$ cat config.mk
export PLATFORM = sky130hd
export DESIGN_NAME = voq_scheduler
export DESIGN_NICKNAME = d
export VERILOG_FILES = /design/src/rtl/sched_pkg.sv /design/src/rtl/pick_voq.sv /design/src/rtl/voq_scheduler.sv
export SDC_FILE = /design/constraint.sdc
export NUM_CORES = 1
export LEC_CHECK = 0
export CORE_AREA = 4 4 82 84
export CTS_BUF_LIST = sky130_fd_sc_hd__clkbuf_8
export CTS_CLUSTER_DIAMETER = 150
export DETAILED_ROUTE_END_ITERATION = 10
export DIE_AREA = 0 0 86 88
export PLACE_DENSITY = 0.75
export SLEW_MARGIN = 20
export SYNTH_ARGS = -nofsm -noshare
export SYNTH_HDL_FRONTEND = slang
export SYNTH_SLANG_ARGS = --single-unit
$ cat constraint.sdc
create_clock -name clk -period 7.3 [get_ports clk]
set_input_delay 1.095 -clock clk [delete_from_list [all_inputs] [get_ports clk]]
set_output_delay 1.095 -clock clk [all_outputs]
set_load 0.05 [all_outputs]
$ cat src/rtl/sched_pkg.sv
// Shared types and constants for the VOQ crossbar scheduler.
// Contents: port count/index width, port index type, FSM state enum, step count,
// and a 4-bit popcount helper used by the optional statistics counters.
package sched_pkg;

    localparam int PORT_NUM    = 4;
    localparam int PORT_W      = $clog2(PORT_NUM);
    localparam int SCHED_STEPS = 4;

    typedef logic [PORT_W-1:0] port_idx_t;

    typedef enum logic [1:0] {
        IDLE  = 2'd0,
        SCHED = 2'd1,
        DONE  = 2'd2
    } sched_state_t;

    function automatic logic [2:0] popcount4(input logic [3:0] v);
        popcount4 = 3'(v[0]) + 3'(v[1]) + 3'(v[2]) + 3'(v[3]);
    endfunction

endpackage

$ cat src/rtl/pick_voq.sv
// Round-robin VOQ picker: first VOQ at or after start_voq_num (wrapping) that is
// neither empty nor already claimed by another ingress this timeslot.
// Ports: start_voq_num/voq_empty/voq_picked in; voq_to_pick/no_available_voq out. Purely combinational.
import sched_pkg::*;

module pick_voq (
    input  port_idx_t             start_voq_num,
    input  logic [PORT_NUM-1:0]   voq_empty,
    input  logic [PORT_NUM-1:0]   voq_picked,
    output port_idx_t             voq_to_pick,
    output logic                  no_available_voq
);

    always_comb begin
        port_idx_t idx;
        idx              = '0;
        no_available_voq = 1'b1;
        voq_to_pick      = start_voq_num;
        for (int i = 0; i < PORT_NUM; i++) begin
            idx = start_voq_num + port_idx_t'(i);
            if (no_available_voq && !voq_empty[idx] && !voq_picked[idx]) begin
                no_available_voq = 1'b0;
                voq_to_pick      = idx;
            end
        end
    end

endmodule

$ cat src/rtl/voq_scheduler.sv
// Per-timeslot crossbar scheduler: matches up to 4 ingress ports to distinct egress ports,
// visiting one ingress per cycle through a single time-shared pick_voq. Start at T -> sched_done at T+5.
// Ports: clk, reset_n (sync, active-low), sched_start, voq_empty_all in; sched_busy, sched_done,
// match_valid, match_egress out. Starts while busy (including the DONE cycle) are dropped.
// Optional build macro SCHED_STATS_EN adds stat_match_cnt / stat_idle_cnt counters.
import sched_pkg::*;

module voq_scheduler (
    input  logic                         clk,
    input  logic                         reset_n,
    input  logic                         sched_start,
    input  logic [PORT_NUM*PORT_NUM-1:0] voq_empty_all,
    output logic                         sched_busy,
    output logic                         sched_done,
    output logic [PORT_NUM-1:0]          match_valid,
    output logic [PORT_NUM*PORT_W-1:0]   match_egress
`ifdef SCHED_STATS_EN
    ,
    output logic [31:0]                  stat_match_cnt,
    output logic [31:0]                  stat_idle_cnt
`endif
);

    sched_state_t                         state_q;
    port_idx_t                            step_q;
    port_idx_t                            rot_q;
    logic [PORT_NUM-1:0][PORT_W-1:0]      prio_q;
    logic [PORT_NUM-1:0][PORT_NUM-1:0]    empty_q;
    logic [PORT_NUM-1:0]                  picked_q;
    logic [PORT_NUM-1:0]                  work_valid_q, work_valid_d;
    logic [PORT_NUM-1:0][PORT_W-1:0]      work_egress_q, work_egress_d;
    logic [PORT_NUM-1:0]                  match_valid_q;
    logic [PORT_NUM-1:0][PORT_W-1:0]      match_egress_q;
    logic                                 busy_q, done_q;
`ifdef SCHED_STATS_EN
    logic [31:0]                          stat_match_q, stat_idle_q;
`endif

    port_idx_t ing;
    port_idx_t pick;
    logic      no_avail;
    logic      grant;

    assign ing   = rot_q + step_q;
    assign grant = (state_q == SCHED) && !no_avail;

    pick_voq u_pick (
        .start_voq_num    (prio_q[ing]),
        .voq_empty        (empty_q[ing]),
        .voq_picked       (picked_q),
        .voq_to_pick      (pick),
        .no_available_voq (no_avail)
    );

    // Working match including this cycle's grant; lets the last step land
    // directly in the output registers so results are visible on the done cycle.
    always_comb begin
        work_valid_d  = work_valid_q;
        work_egress_d = work_egress_q;
        if (grant) begin
            work_valid_d[ing]  = 1'b1;
            work_egress_d[ing] = pick;
        end
    end

    always_ff @(posedge clk) begin
        if (!reset_n) begin
            state_q        <= IDLE;
            step_q         <= '0;
            rot_q          <= '0;
            prio_q         <= '0;
            empty_q        <= '0;
            picked_q       <= '0;
            work_valid_q   <= '0;
            work_egress_q  <= '0;
            match_valid_q  <= '0;
            match_egress_q <= '0;
            busy_q         <= 1'b0;
            done_q         <= 1'b0;
`ifdef SCHED_STATS_EN
            stat_match_q   <= '0;
            stat_idle_q    <= '0;
`endif
        end else begin
            case (state_q)
                IDLE: begin
                    if (sched_start) begin
                        empty_q       <= voq_empty_all;
                        picked_q      <= '0;
                        work_valid_q  <= '0;
                        work_egress_q <= '0;
                        step_q        <= '0;
                        busy_q        <= 1'b1;
                        state_q       <= SCHED;
                    end
                end
                SCHED: begin
                    work_valid_q  <= work_valid_d;
                    work_egress_q <= work_egress_d;
                    if (grant) begin
                        picked_q[pick] <= 1'b1;
                        prio_q[ing]    <= pick + port_idx_t'(1);
                    end
                    step_q <= step_q + port_idx_t'(1);
                    if (step_q == port_idx_t'(SCHED_STEPS - 1)) begin
                        match_valid_q  <= work_valid_d;
                        match_egress_q <= work_egress_d;
                        done_q         <= 1'b1;
                        state_q        <= DONE;
`ifdef SCHED_STATS_EN
                        stat_match_q   <= stat_match_q + 32'(popcount4(work_valid_d));
                        stat_idle_q    <= stat_idle_q + 32'(work_valid_d == '0);
`endif
                    end
                end
                DONE: begin
                    done_q  <= 1'b0;
                    busy_q  <= 1'b0;
                    rot_q   <= rot_q + port_idx_t'(1);
                    state_q <= IDLE;
                end
                default: state_q <= IDLE;
            endcase
        end
    end

    assign sched_busy   = busy_q;
    assign sched_done   = done_q;
    assign match_valid  = match_valid_q;
    assign match_egress = match_egress_q;
`ifdef SCHED_STATS_EN
    assign stat_match_cnt = stat_match_q;
    assign stat_idle_cnt  = stat_idle_q;
`endif

endmodule

* Word-level counts from Yosys, hierarchy flattened
Cells that the tools add are included.
** Word-level totals
- Word-level logic and storage cells :: 130
- Output and inout port bits :: 14
- Input port bits :: 19
- Flip-flop bits (word level) :: 60
** Cells by class
- Magnitude comparators :: 8
- Multiplexer cells :: 52
- Bitwise gates (word level) :: 2
- Equality and inequality tests :: 6
- Add/subtract/negate cells :: 7
- Reductions and logical operators :: 31
** Operator list (number)
- $lt A2 B3 Y1 const B :: 6
- $bmux W1 S2 :: 8
- $bwmux W8 :: 2
- $mux W1 :: 16
- $mux W2 :: 8
- $mux W4 :: 4
- $mux W8 :: 2
- $pmux W4 S2 :: 2
- $pmux W8 S2 :: 1
- $reduce_and A2 Y1 :: 7
- $logic_and A1 B1 Y1 :: 10
- $logic_not A1 Y1 :: 9
- $add A2 B1 Y2 const B :: 4
- $bmux W4 S2 :: 1
- $or A4 B4 Y4 :: 2
- $pmux W2 S2 :: 2
- $reduce_bool A2 Y1 :: 3
- $add A2 B2 Y2 const B :: 2
- $bmux W2 S2 :: 1
- $demux W1 S2 :: 2
- $demux W2 S2 :: 1
- $eq A2 B2 Y1 const B :: 2
- $ge A2 B1 Y1 const B :: 2
- $ne A2 B2 Y1 const B :: 2
- other kinds (6) :: 7

* Logic depth before layout (Yosys ltp)
Gate-level depths: netlist (run 1).
- Depth after elaboration :: 24
- Depth in mapped cells :: 13
- Mapped depth without buffers :: 10

* Cells and area by module
From an unflattened synthesis (run 1), not the netlist that was laid out.
** Second synthesis, totals
- Cells, all modules :: 287
- Area total of the unflattened synthesis :: 2627.5 um2
** By module, submodules not included
- voq_scheduler :: cells an instance 268, seq. area each 1201.2 um2, area each 2507.4 um2, instances 1
- pick_voq :: cells an instance 19, seq. area each 0.0 um2, area each 120.1 um2, instances 1

* Worst setup path after synthesis (run 1)
OpenSTA, ideal clock, no wires.
- Path kind :: register -> register
- Start point :: reg step_q[0]
- End point :: reg prio_q[1] (netlist bit)
- Path buffers :: 2
- Arrival :: 2.778 ns
- Required time :: 7.173 ns
- Period minus slack after synthesis :: 2.905 ns
- Library setup time :: 0.127 ns
- Cell stages (with the launch flop) :: 12
- Slack :: 4.395 ns
- Cells stage by stage :: dfxtp_1 ha_1 buf_2 or3_1 a211oi_1 a211o_1 a21boi_0 o211a_1 a211oi_2 buf_6 xnor2_1 a21oi_1
** Between the ends
- Word-level cells in the longest chain between the ends :: 20
- Elaborated cells between the ends (all ways) :: 56
- Those cells by class :: add/sub (5); order compare (2); mux (30); reduce/logical (19)
** RTL lines
- from (decl) :: RTL line voq_scheduler.sv:25 : port_idx_t step_q;
- from (signal assigned) :: RTL line voq_scheduler.sv:104 : step_q <= step_q + port_idx_t'(1);
- $add A2 B2 Y2 * :: RTL line voq_scheduler.sv:44 : assign ing = rot_q + step_q;
- parallel branches: the longest is 19 deep, another holds $add A2 B1 Y2
- to (signal, indexed assignment) :: RTL line voq_scheduler.sv:102 : prio_q[ing] <= pick + port_idx_t'(1);
- to (decl) :: RTL line voq_scheduler.sv:27 : logic [PORT_NUM-1:0][PORT_W-1:0] prio_q;
Mark *: on every way between the ends. The select of a mux whose other input is x is not followed.
A chain may end at the register's enable or synchronous reset.

* Worst setup path after layout (run 1)
- Start point :: reg step_q[0]
- End point :: reg prio_q[5] (netlist bit)
Same word-level chain as after synthesis.

==> summary.md, run 1 <==
| Metric | Value |
|---|---|
| Fmax | `about 230 MHz` |
| Post-DRT Antenna Nets | `0` |
| Status | `finished, final reports clean` |
| Maximum fanout along the worst path | `34` |
| CTS Buf Count | `9` |
| Seq pwr share | `a little over two fifths` |
| Clock-pin slew on the worst setup and hold paths | `roughly 70 ps` |
| Chip width | `between 80 and 90 microns` |
| Synth area leaders | `dfxtp_1 (38%), a21boi_0 (6.4%), nand2_1 (6.2%)` |
| Fin nets | `420` |
| Setup crit end kind | `register` |
| Total number of vias | `2781` |
| Crit share post-route | `between 50% and 60%` |
| Initial core utilization | `between 50 and 60%` |
| IO Pins | `33` |
| TNS Setup | `0 ps` |
| Synth async-reset ratio | `0%` |
| Largest buffer count on any clock path | `2` |
| Min-delay worst type | `register to register` |
| Max Cap Viol | `0` |
| Yosys warnings | `0` |
| Max Used Layer | `met4` |
| Setup crit start kind | `register` |
| Clock Tree Root | `clkbuf_8` |
| Gr ovfl total | `0` |
| Pre-Repair DR Iteration Count | `5` |
| Clock share of power | `between 30% and 40%` |
| Power Internal | `roughly 550 uW` |
| Filler cell count in the final layout | `525` |
| Final count of pins violating max slew | `0` |
| Post-Layout Cell Count | `about 480` |
| Number of antenna diodes | `0` |
| Routed wl met2 | `between 3000 and 4000 microns` |
| Number of global-route vias before repair | `approximately 2.7k` |
| # hold bufs at CTS | `0` |
| CP Data Required Time | `approximately 7500 ps` |
| Largest net degree at the start of global routing | `slightly below 60` |
| Slew HR | `between 30% and 40%` |
| Worst-Margin Slew | `between 900 and 1000 ps` |
| Crit path DAT | `between 4000 and 5000 ps` |
| Top_reg_cell synth | `dfxtp_1` |
| Drt total wl | `7630 microns` |
| Cell taking the most area after synthesis | `dfxtp_1` |
| Sw power | `between 200 and 300 uW` |
| Clock Skews | `6.56 ps` |
| Syn Nets | `around 400` |
| Post-Syn Area | `3190 sq um` |
| H-tree depth | `3` |
| Global-route wire length before repair | `around 13000 microns` |
| Core area | `~5900 sq um` |
| Sink Count | `60` |
| Initial antenna violation count | `0` |
| RSZ-0062 raised after global routing | `no` |
| Via/cell ratio | `between 5 and 6` |
| Post-Syn Instances | `around 380` |
| Yosys top cell area share | `37.7%` |
| Site Rows | `28` |
| Minimum clock period | `approximately 4300 ps` |
| Pre-CTS setup slack | `about 3100 ps` |
| Commonest cells post-synth | `dfxtp_1 (60), nand2_1 (53), a21boi_0 (27), o21ai_0 (27), nor2_1 (24)` |
| RD Place Congestion | `0.858` |
| Cell area power density | `about 230 nW/um^2` |
| Top-count cell post-synth | `dfxtp_1` |
| DRC errors left | `0` |
| Clk_lat worst skew | `~330 ps` |
| Number of port buffers | `32` |
| CTS tree | `yes` |
| Initial DRC Count | `between 200 and 250` |
| Wire per inst | `~16 microns` |
| Number of synthesized flops with an enable pin | `0` |
| Setup CP Type | `register to register` |
| VDD IR-drop max | `approximately 140 uV` |
| Finished Core Util | `62.2%` |
| Final setup margin | `between 3000 and 4000 ps` |
| Post-DP HPWL | `between 5000 and 6000 microns` |
| Met1 WL | `around 3800 microns` |
| Net Sw Frac | `34.1%` |
| Full die area | `7570 sq um` |
| Layout cell share with drive strength beyond 1 | `about a tenth` |
| Yosys reg bits | `60` |
| Synth unique cells | `60` |
| Total GRT Usage | `21.8%` |
| Setup repair bufs after CTS | `0` |
| Post-cts sizing count | `0` |
| Die H | `88 microns` |
| Placed cell count | `around 460` |
| Met3 WL | `~360 microns` |
| Register area share after synthesis | `about 38%` |
| Syn-to-layout area delta | `15.5%` |
| Leakage | `~0.0013 uW` |
| Comb pwr share | `25.5%` |
| Final setup fails | `0` |
| Pwr Total | `approximately 830 uW` |
| Final Hold Fails | `0` |
| Avg Cell Area, Syn | `~8.4 sq um` |
metal layers:
metal / GRT usage, % / vias up
li1: - / 1384
met1: 30.6 / 1305
met2: 33.4 / 79
met4: 7.91 / 0
met3: 4.05 / 13
met5: 0 / -
cell families (layout without fill, tap and decap cells):
group | count (synthesis) | after routing | share of synthesized area [%]
simple gates | 149 | 149 | 23.6
compound gates | 119 | 119 | 26.4
buf+inv | 36 | 59 | 5.02
xor+xnor | 5 | 5 | 2.35
mux | 10 | 10 | 4.12
fa+ha+maj | 2 | 2 | 0.784
flops | 60 | 60 | 37.7
final timing paths:
| path | start | endpoint | slack [ps] | cells after the start |
|---|---|---|---|---|
| hold / removal | empty_q[7]$_SDFFE_PN0P_ | empty_q[7]$_SDFFE_PN0P_ | 480 | 2 |
| hold reg to reg | empty_q[7]$_SDFFE_PN0P_ | empty_q[7]$_SDFFE_PN0P_ | 480 | 2 |
| setup / recovery | step_q[0]$_SDFFE_PN0P_ | prio_q[5]$_SDFFE_PN0P_ | 3040 | 10 |
| setup reg to reg | step_q[0]$_SDFFE_PN0P_ | prio_q[5]$_SDFFE_PN0P_ | 3040 | 10 |
registers in the layout, indices dropped and copies added, names as in the netlist:
| register | flops |
|---|---|
| empty_q | 16 |
| match_egress | 8 |
| match_valid | 4 |
| picked_q | 4 |
| prio_q | 8 |
| rot_q | 2 |
| sched_busy | 1 |
| sched_done | 1 |
| state_q | 2 |
| step_q | 2 |
| work_egress_q | 8 |
| work_valid_q | 4 |
area by class of cell:
class                   instances  area (sq um)  share of cell area [%]
clock buffers                   9           124                    3.36
clock inverters                 7          51.3                    1.39
inverters                       9          33.8                   0.917
multi-input cells             285          1850                    50.1
flip-flops and latches         60          1200                    32.6
well taps                      75          93.8                    2.55
repair buffers                 34           335                    9.10
critical path, stage by stage (launching register included):
cell      delay (ps)
dfxtp_1          340
ha_1             920
inv_1            270
mux4_1           750
mux2i_1          230
mux2i_1          110
a311oi_1         240
o31ai_1          130
a211oi_2         700
xnor2_1          290
a21oi_1          120
stage by stage:
| step | cell area (sq um) | hold WS (ps) |
|---|---|---|
| 2_1_floorplan | 3190 | 441 |
| 3_3_place_gp | 3490 | 453 |
| 3_5_place_dp | 3490 | 460 |
| 4_1_cts | 3670 | 477 |
| 5_1_grt | 3680 | 499 |
| 6_report | 3680 | 478 |
placed cells by master, fill, tap and decap left out, types with 12 or more instances in the layout:
cell,synthesis,routed
a21boi_0,27,27
clkdlybuf4s50_1,0,32
nand2b_1,12,12
nor3_1,15,12
nor2_1,24,24
nand2_1,53,53
o21ai_0,27,27
dfxtp_1,60,60
nor2b_1,14,13
a21oi_1,23,23
power groups by stage:
stage | Combinational, uW | Sequential (uW) | Clock (uW)
after floorplan | 165 | 359 | 0
after global placement | 205 | 364 | 0
after detailed placement | 207 | 364 | 0
after CTS | 209 | 357 | 270
after global routing | 234 | 359 | 286
final | 213 | 357 | 265
(Power assumes the default switching activity.)
==> inputs of run 2 (changes only) <==
Clock period 7.3 ns to 4 ns, I/O delays scaled along.
==> run 2 against run 1 <==
Clock skew grew 3.0 ps; fmax grew 22%; design area grew 1.8%; non-clock buffer count grew 8; routed wire length shrank 0.45%; die area is the same; core utilization grew 1.1 points; count of clock-buffer cells in the layout is the same; first-iteration DRC count shrank 28%; sequential share of layout area shrank 0.58 points.
==> summary.md, run 2 (synthesized netlist as in run 1, its figures left out) <==
| Metric | Value |
|---|---|
| Status | `finished, final reports clean` |
| Max FFs per register | `16 (unchanged)` |
| WHS Path Cells | `2 (unchanged)` |
| Setup repair bufs after CTS | `0 (unchanged)` |
| Final setup fails | `0 (unchanged)` |
| Setup CP Type | `register to register` |
| Final Hold Fails | `0 (unchanged)` |
| Initial antenna violation count | `0 (unchanged)` |
| Core area | `5920 sq um (unchanged)` |
| Largest net degree at the start of global routing | `32 (-45%)` |
| Min-delay worst type | `register to register` |
| Post-DRT Antenna Nets | `0 (unchanged)` |
| Worst-Margin Slew | `954 ps (-8.13 ps)` |
| Number of antenna diodes | `0 (unchanged)` |
| Site Rows | `28 (unchanged)` |
| Post-cts sizing count | `0 (unchanged)` |
| Clk_lat worst skew | `340 ps (about the same)` |
| Clock Tree Root | `clkbuf_8` |
| Pre-Repair DR Iteration Count | `4 (-1)` |
| Largest register by flop count | `empty_q` |
| Finished Cell Area | `3750 sq um (+1.8%)` |
| CTS tree | `yes` |
| Layout cell share with drive strength beyond 1 | `11.4% (+0.76 points)` |
| Cell area power density | `425 nW/um^2 (+88%)` |
| HP Start | `work_egress_q[7]$_SDFFE_PN0P_` |
| Global-route wire length before repair | `12800 microns (-1.8%)` |
| H-tree depth | `3 (unchanged)` |
| Die H | `88 microns (unchanged)` |
| Post-DP HPWL | `5510 microns (+4.2%)` |
| R2r endpoint | `match_egress[5]$_SDFFE_PN0P_` |
| Total number of vias | `2809 (+1.0%)` |
| Worst Hold Path EP | `work_egress_q[7]$_SDFFE_PN0P_` |
| Leakage | `0.00137 uW (+4.1%)` |
| Finished Core Util | `63.4% (+1.1 points)` |
| Initial DRC Count | `151 (-28%)` |
| Total GRT Usage | `21.3% (-0.45 points)` |
| Area after DPL | `3550 sq um (+1.7%)` |
| Initial core utilization | `53.9% (unchanged)` |
| Flop-to-flop setup slack | `510 ps (-2530 ps)` |
| Fin nets | `428 (+1.9%)` |
| Maximum fanout along the worst path | `13 (-62%)` |
| Chip width | `86 microns (unchanged)` |
| Crit path DAT | `3730 ps (-710 ps)` |
| Fmax | `287 MHz (+22%)` |
| Via/cell ratio | `5.77 (-0.65%)` |
| Wire per inst | `15.6 microns (-2.1%)` |
| # hold bufs at CTS | `0 (unchanged)` |
| Full die area | `7570 sq um (unchanged)` |
| Filler cell count in the final layout | `539 (+2.7%)` |
| Final count of pins violating max slew | `0 (unchanged)` |
| VDD IR-drop max | `330 uV (+130%)` |
| Setup crit start kind | `register` |
| TNS Setup | `0 ps (unchanged)` |
| Clock-pin slew on the worst setup and hold paths | `80 ps (about the same)` |
| RSZ-0062 raised after global routing | `no` |
| Number of port buffers | `32 (unchanged)` |
| Clock Skews | `9.54 ps (+2.98 ps)` |
| Sink Count | `60 (unchanged)` |
| CTS Buf Count | `9 (unchanged)` |
| IO Pins | `33 (unchanged)` |
| Hold Slack | `473 ps (-4.58 ps)` |
| Gr ovfl total | `0 (unchanged)` |
| Syn-to-layout area delta | `17.6%` |
| Most common cell after layout, fill and taps aside | `dfxtp_1` |
| Reg2reg start | `step_q[0]$_SDFFE_PN0P_` |
| Max Cap Viol | `0 (unchanged)` |
| Number of global-route vias before repair | `2665 (-2.5%)` |
| Setup crit end kind | `register` |
| Leading cell types in the layout, fill and taps excluded | `dfxtp_1 (60), nand2_1 (53), clkdlybuf4s50_1 (32)` |
| Drt total wl | `7600 microns (-0.45%)` |
| RD Place Congestion | `0.921 (+7.3%)` |
| DRC errors left | `0 (unchanged)` |
| Largest buffer count on any clock path | `2 (unchanged)` |
| Slew HR | `36.2% (+0.34 points)` |
| Crit share post-route | `87.2% (+29 points)` |
| Reg2reg path depth | `11 (+1)` |
| CP Data Required Time | `4240 ps (-3240 ps)` |
| Minimum clock period | `3490 ps (-773 ps)` |
## run 2: cell count changes in the layout (fill, tap and decap cells not counted), moves of 2 or more
cell	previous run	this run
buf_4	2	10
clkinvlp_4	2	0
nor3_1	12	15
nor3_2	3	0
## run 2: layout make-up
| class | instances | area, sq um | area share [%] |
|---|---|---|---|
| clock inverters | 7 | 75.1 | 2.00 |
| well taps | 75 | 93.8 | 2.50 |
| multi-input cells | 285 | 1830 | 48.7 |
| inverters | 9 | 33.8 | 0.901 |
| repair buffers | 42 | 395 | 10.5 |
| clock buffers | 9 | 124 | 3.30 |
| flip-flops and latches | 60 | 1200 | 32.0 |
## run 2: metrics by stage
step	setup WS [ps]	total power (uW)	std cells
after floorplan	1100	958	381
after global placement	588	1050	471
after detailed placement	545	1050	471
after CTS	538	1610	487
after global routing	274	1670	487
final	511	1590	487
## run 2: worst max-delay path: stages (launching register included)
cell,delay [ps]
dfxtp_1,340
ha_1,470
inv_1,210
mux4_1,790
mux2i_1,230
mux2i_1,110
a311oi_1,240
o31ai_1,130
a211oi_2,340
buf_4,230
a211oi_1,80
a31o_2,220
## run 2: how the worst max path moves through the flow
stage | from | end | cells after the start
floorplan | step_q[0]$_SDFFE_PN0P_ | prio_q[1]$_SDFFE_PN0P_ | 11
global placement | step_q[0]$_SDFFE_PN0P_ | match_egress[1]$_SDFFE_PN0P_ | 10
detailed placement | step_q[0]$_SDFFE_PN0P_ | match_egress[5]$_SDFFE_PN0P_ | 11
CTS | step_q[0]$_SDFFE_PN0P_ | match_egress[3]$_SDFFE_PN0P_ | 11
global route | step_q[0]$_SDFFE_PN0P_ | match_egress[5]$_SDFFE_PN0P_ | 11
finish | step_q[0]$_SDFFE_PN0P_ | match_egress[5]$_SDFFE_PN0P_ | 11
## run 2: per-layer routing
| layer | wire, microns | global-route usage [%] | share of wire [%] |
|---|---|---|---|
| met1 | 3640 | 29.1 | 48 |
| met2 | 3530 | 34.1 | 46 |
| met3 | 333 | 3.48 | 4.4 |
| met4 | 95 | 7.77 | 1.3 |
| met5 | 0 | 0 | 0 |
## run 2: where the power goes
| group | leakage, uW | internal [uW] | switching (uW) |
|---|---|---|---|
| Sequential | 0.000488 | 624 | 28.3 |
| Combinational | 0.000777 | 162 | 230 |
| Clock | 0.000104 | 291 | 259 |
